**src/rtl/vga_display_driver.sv**
```systemverilog
// vga_display_driver: VGA timing generator with pixel counters, a configurable RGB
// return-latency pipeline, 3-3-2 colour expansion and a frame counter.
module vga_display_driver #(
  parameter int H_VISIBLE   = 640,
  parameter int H_FRONT     = 16,
  parameter int H_SYNC      = 96,
  parameter int H_BACK      = 48,
  parameter int V_VISIBLE   = 480,
  parameter int V_FRONT     = 10,
  parameter int V_SYNC      = 2,
  parameter int V_BACK      = 33,
  parameter int RGB_LATENCY = 2
) (
  input  logic        clk,
  input  logic        resetN,
  input  logic [7:0]  RGB_in,
  output logic [10:0] pixelX,
  output logic [10:0] pixelY,
  output logic        startOfFrame,
  output logic        VGA_HS,
  output logic        VGA_VS,
  output logic        VGA_BLANK_N,
  output logic [3:0]  VGA_R,
  output logic [3:0]  VGA_G,
  output logic [3:0]  VGA_B,
  output logic [15:0] frame_count
);
  localparam logic [10:0] H_LAST = 11'(H_VISIBLE + H_FRONT + H_SYNC + H_BACK - 1);
  localparam logic [10:0] V_LAST = 11'(V_VISIBLE + V_FRONT + V_SYNC + V_BACK - 1);
  localparam logic [10:0] H_VIS  = 11'(H_VISIBLE);
  localparam logic [10:0] V_VIS  = 11'(V_VISIBLE);
  localparam logic [10:0] HS_BEG = 11'(H_VISIBLE + H_FRONT);
  localparam logic [10:0] HS_END = 11'(H_VISIBLE + H_FRONT + H_SYNC);
  localparam logic [10:0] VS_BEG = 11'(V_VISIBLE + V_FRONT);
  localparam logic [10:0] VS_END = 11'(V_VISIBLE + V_FRONT + V_SYNC);
  logic [10:0] hcount_q, hcount_d, vcount_q, vcount_d;
  logic [15:0] frame_q, frame_d;
  logic        sof_q, sof_d, h_wrap;
  logic        hs_q, vs_q, blank_n_q;
  logic [3:0]  r_q, g_q, b_q, r_d, g_d, b_d;
  // {visible, vsync_n, hsync_n}; reset level of every stage is 3'b011
  logic [2:0]  raw, dly;
  always_comb begin
    h_wrap   = hcount_q == H_LAST;
    hcount_d = h_wrap ? '0 : hcount_q + 11'd1;
    vcount_d = !h_wrap ? vcount_q : (vcount_q == V_LAST ? '0 : vcount_q + 11'd1);
    frame_d  = (h_wrap && vcount_q == V_LAST) ? frame_q + 16'd1 : frame_q;
    sof_d    = hcount_d == '0 && vcount_d == V_VIS;
    raw      = {hcount_q < H_VIS && vcount_q < V_VIS,
                !(vcount_q >= VS_BEG && vcount_q < VS_END),
                !(hcount_q >= HS_BEG && hcount_q < HS_END)};
    r_d      = dly[2] ? {RGB_in[7:5], RGB_in[7]}   : '0;
    g_d      = dly[2] ? {RGB_in[4:2], RGB_in[4]}   : '0;
    b_d      = dly[2] ? {RGB_in[1:0], RGB_in[1:0]} : '0;
  end
  // Delay the raw timing so it meets the RGB value fetched for the same pixel
  generate
    if (RGB_LATENCY == 0) begin : g_direct
      assign dly = raw;
    end else begin : g_pipe
      logic [2:0] sr_q [RGB_LATENCY];
      always_ff @(posedge clk or negedge resetN) begin
        if (!resetN) begin
          for (int i = 0; i < RGB_LATENCY; i++) sr_q[i] <= 3'b011;
        end else begin
          sr_q[0] <= raw;
          for (int i = 1; i < RGB_LATENCY; i++) sr_q[i] <= sr_q[i-1];
        end
      end
      assign dly = sr_q[RGB_LATENCY-1];
    end
  endgenerate
  always_ff @(posedge clk or negedge resetN) begin
    if (!resetN) begin
      hcount_q  <= '0;
      vcount_q  <= '0;
      frame_q   <= '0;
      sof_q     <= 1'b0;
      hs_q      <= 1'b1;
      vs_q      <= 1'b1;
      blank_n_q <= 1'b0;
      r_q       <= '0;
      g_q       <= '0;
      b_q       <= '0;
    end else begin
      hcount_q  <= hcount_d;
      vcount_q  <= vcount_d;
      frame_q   <= frame_d;
      sof_q     <= sof_d;
      hs_q      <= dly[0];
      vs_q      <= dly[1];
      blank_n_q <= dly[2];
      r_q       <= r_d;
      g_q       <= g_d;
      b_q       <= b_d;
    end
  end
  assign pixelX       = hcount_q;
  assign pixelY       = vcount_q;
  assign startOfFrame = sof_q;
  assign frame_count  = frame_q;
  assign VGA_HS       = hs_q;
  assign VGA_VS       = vs_q;
  assign VGA_BLANK_N  = blank_n_q;
  assign VGA_R        = r_q;
  assign VGA_G        = g_q;
  assign VGA_B        = b_q;
endmodule
```
**config.mk**
```make
export PLATFORM = sky130hd
export DESIGN_NAME = vga_display_driver
export DESIGN_NICKNAME = d
export VERILOG_FILES = /design/src/rtl/vga_display_driver.sv
export SDC_FILE = /design/constraint.sdc
export NUM_CORES = 1
export LEC_CHECK = 0
export BUFFER_PORTS_ARGS = -buffer_cell sky130_fd_sc_hd__buf_2
export CAP_MARGIN = 20
export CORE_MARGIN = 2
export CORE_UTILIZATION = 55
export CTS_BUF_LIST = sky130_fd_sc_hd__clkbuf_8
export CTS_CLUSTER_DIAMETER = 40
export DETAILED_ROUTE_END_ITERATION = 10
export HOLD_SLACK_MARGIN = 0.15
export PLACE_DENSITY_LB_ADDON = 0.2
export SKIP_LAST_GASP = 1
export SYNTH_ARGS = -nofsm -noshare
export SYNTH_HDL_FRONTEND = slang
export SYNTH_SLANG_ARGS = --single-unit
export TNS_END_PERCENT = 50
```
**constraint.sdc**
```tcl
create_clock -name clk -period 2.5 [get_ports clk]
set_input_delay 0.5 -clock clk [delete_from_list [all_inputs] [get_ports clk]]
set_output_delay 0.5 -clock clk [all_outputs]
set_load 0.1 [all_outputs]
```
==> impl_metrics.py <==
metrics = {
    "status": {
        "outcome": "finished clean",
    },
    "logic_synthesis": {
        "synth-xor-area-share_pct": 9.57,
        "avgSynthCellArea_um2": 11.1,
        "netlist_top_cells_area": "dfrtp_1 (47%), dfstp_2 (5.9%), xnor2_1 (5.6%), xor2_1 (4.0%), nand2_1 (3.0%)",
        "synth-compound-area-share_pct": 7.02,
        "ys_ff_latch": 56,
        "synthCells": 240,
        "synth_fa_ha_area_share_pct": 1.89,
        "syn_area_um2": 2660,
        "synth_nets": 254,
        "yosys.area_share.simple_pct": 22.8,
        "synth.top_cell.area_share_pct": 47.1,
        "yosys.area.top_type": "dfrtp_1",
        "netlist-cell-type-count": 45,
        "synth_top_family_by_area": "simple AND/OR/NAND/NOR gates",
        "ys_seq_area_share_pct": 53.1,
        "synth.area.mux_share_pct": 1.37,
        "synth_warnings": 0,
    },
    "floorplan": {
        "die_x_um": 73.5,
        "io_pins": 64,
        "start_util_pct": 56.6,
        "coreArea_um2": 4690,
        "rows": 25,
        "dieHeight_um": 73.5,
        "die-area_um2": 5400,
    },
    "clock_network": {
        "postCtsSetupRepairBufs": 0,
        "h-tree-depth": 2,
        "cts_tree": "yes",
        "clock_path_buffers": 2,
        "hold_buffers": 0,
        "cts_resized": 0,
        "numCtsBuffers": 5,
        "root_buffer": "clkbuf_8",
        "clk_latency_ns": 0.31,
        "clkSlewWorstSetupHoldPaths_ns": 0.10,
        "numClockSinks": 56,
    },
    "setup_path": {
        "crit_chain": "ha_1, and4_1, and3_1, nand2_1, mux2_4, nand4_1, nor3_1",
        "crit_path_end_kind": "flop",
        "path_class": "reg -> reg",
        "reg2reg_depth": 7,
        "cpPeakStageDelay_ns": 0.42,
        "cp.required_ns": 2.72,
        "cp_num_buf_inv": 0,
        "crit_fanout": 10,
        "crit_cells": 7,
        "crit_family": "simple AND/OR/NAND/NOR gates",
        "cpMaxStageDelayCell": "and3_1",
        "crit_arrival_ns": 2.38,
        "cp-start-kind": "flop",
    },
    "detailed_routing": {
        "drc_errors": 0,
        "wirelength_um": 5190,
        "drt-initial-drc-count": 74,
        "wl_per_cell_um": 14.7,
        "antenna_left": 0,
        "avgViaCountPerCell": 5.55,
        "firstDrtPassIters": 4,
        "vias": 1952,
    },
    "grt": {
        "track_usage_pct": 20.7,
        "grt_max_degree": 37,
        "grt_overflow": 0,
        "grt_pass1_vias": 1832,
        "antenna_found_initial": 0,
        "grt_pass1_wl_um": 8640,
    },
    "flow_run": {
        "maxCapViolCount": 0,
    },
    "timing": {
        "setup_viol": 0,
        "skew_ns": 0.00602,
        "drv_slew": 0,
        "setup_tns_ns": 0,
        "post-route-min-period_ns": 2.16,
        "tightest_slew_ns": 0.499,
        "fmax_mhz": 463,
        "relSlewSlack_pct": 66.7,
        "rsz0062_at_grt": "no",
        "hold_ws_ns": 0.150,
        "finalCritPeriodShare_pct": 86.3,
        "hold_viol_final": 0,
        "fin_ws_ns": 0.342,
    },
    "placement": {
        "place_inst": 344,
        "gp_congestion": 0.931,
        "place_ws_ns": 0.416,
        "portBuffers": 63,
        "dpl.hpwl_um": 3680,
    },
    "min_path": {
        "hold_path_class": "in -> async",
    },
    "finish": {
        "final_nets": 311,
        "stdcell_count": 352,
        "diodes": 0,
        "layout-drive-gt1-share_pct": 31.2,
        "synthToLayoutAreaGrowth_pct": 15.4,
    },
    "power_and_ir_drop": {
        "p_leak_uw": 0.00151,
        "irDropWorstVdd_mv": 0.302,
        "totalPowerFinal_uw": 1530,
        "power_density_nw_per_um2": 498,
    },
}
==> synth_stat cells (all sizes together) <==
| cell type | instances |
|---|---|
| nand4 | 8 |
| xor2 | 12 |
| and2b | 1 |
| and4 | 5 |
| nor2b | 1 |
| nand2 | 22 |
| nand3 | 11 |
| o21ai | 9 |
| nand2b | 2 |
| buf | 14 |
| inv | 4 |
| or4 | 2 |
| xnor2 | 17 |
| ha | 4 |
| nor3b | 1 |
| nand4b | 1 |
| mux2 | 2 |
| o41ai | 2 |
| and3 | 8 |
| and2 | 10 |
| o21a | 1 |
| nor2 | 16 |
| dfrtp | 50 |
| a41oi | 1 |
| a21o | 1 |
| a22o | 1 |
| o31ai | 3 |
| o22ai | 3 |
| clkbuf | 1 |
| a21oi | 5 |
| nor4b | 3 |
| mux2i | 1 |
| nor4 | 2 |
| nor3 | 6 |
| a31oi | 4 |
| dfstp | 6 |
==> worst reg2reg max path, delay by kind of cell, from the launching register on <==
family | cells | cell delay (ns)
AND/OR/NAND/NOR | 5 | 1.19
flip-flops | 1 | 0.41
adder cells (fa/ha/maj) | 1 | 0.25
multiplexers | 1 | 0.22
==> layout make-up <==
| cell class | count | area (µm²) |
|---|---|---|
| Inverter | 4 | 15.0 |
| Timing Repair Buffer | 65 | 343 |
| Sequential cell | 56 | 1410 |
| Multi-Input combinational cell | 165 | 1130 |
| Clock inverter | 3 | 22.5 |
| Clock buffer | 5 | 68.8 |
| Tap cell | 54 | 67.6 |
| Fill cell | 385 | 1630 |
==> registers in the layout, indices dropped and copies added (netlist names), 2 cells and up <==
name         count
VGA_B            2
VGA_G            3
VGA_R            3
dly              3
frame_count     16
g_pipe.sr_q      3
pixelX          11
pixelY          11
==> path summary, 6_finish.rpt <==
check                                           endpoint                      from  slack (ns)
min in group clk                        dly[1]$_DFF_PN1_  g_pipe.sr_q[4]$_DFF_PN1_        0.36
worst min register to register          dly[1]$_DFF_PN1_  g_pipe.sr_q[4]$_DFF_PN1_        0.36
max in group asynchronous       g_pipe.sr_q[4]$_DFF_PN1_                    resetN        1.74
worst max register to register    startOfFrame$_DFF_PN0_       pixelX[0]$_DFF_PN0_        0.34
worst min-delay path                  VGA_B[1]$_DFF_PN0_                    resetN        0.15
worst max-delay path              startOfFrame$_DFF_PN0_       pixelX[0]$_DFF_PN0_        0.34
==> cell usage in the layout (no fill, tap or decap), types with 5 or more instances in the layout <==
master    netlist  final
xor2_1         12     12
buf_2           6     63
clkbuf_8        0      5
dfstp_2         6      6
xnor2_1        17     17
o21ai_0         9      9
and3_1          8      8
and4_1          5      5
nor2_1         15     15
nand4_1         8      8
nand2_1        21     21
a21oi_1         5      5
and2_1         10     10
dfrtp_1        50     46
nor3_1          5      5
nand3_1         9      9
==> stage by stage <==
step	utilization, %	cell area [µm²]
finish	65.3	3060
global route	65.3	3060
CTS	65.3	3060
detailed placement	63.3	2970
global placement	63.3	2970
floorplan	-	2660
==> where the power goes <==
group	total (µW)	leakage [µW]	switching [µW]	internal, µW
sequential	914	0.000709	1.75	912
combinational	116	0.000754	98.1	17.8
clock	496	0.0000485	295	201
total	1530	0.00151	395	1130
==> kinds of logic (layout without fill, tap and decap cells) <==
group,after synthesis,count (layout)
and+or+nand+nor,99,99
adders and majority gates,4,4
AOI/OAI and AO/OA,30,30
xor gates and xnor gates,29,29
buffers and inverters,19,77
muxes,3,3
DFF,56,56
==> layer usage <==
metal	wire length, µm	up-vias	part of all wire, %	global-route usage [%]
li1	-	949	-	-
met4	57	0	1.1	7.07
met3	260	4	5.0	4.25
met1	2360	931	45	28.0
met5	0	-	0	0
met2	2510	68	48	33.2
Note: power is estimated with default switching activity, not from simulation.
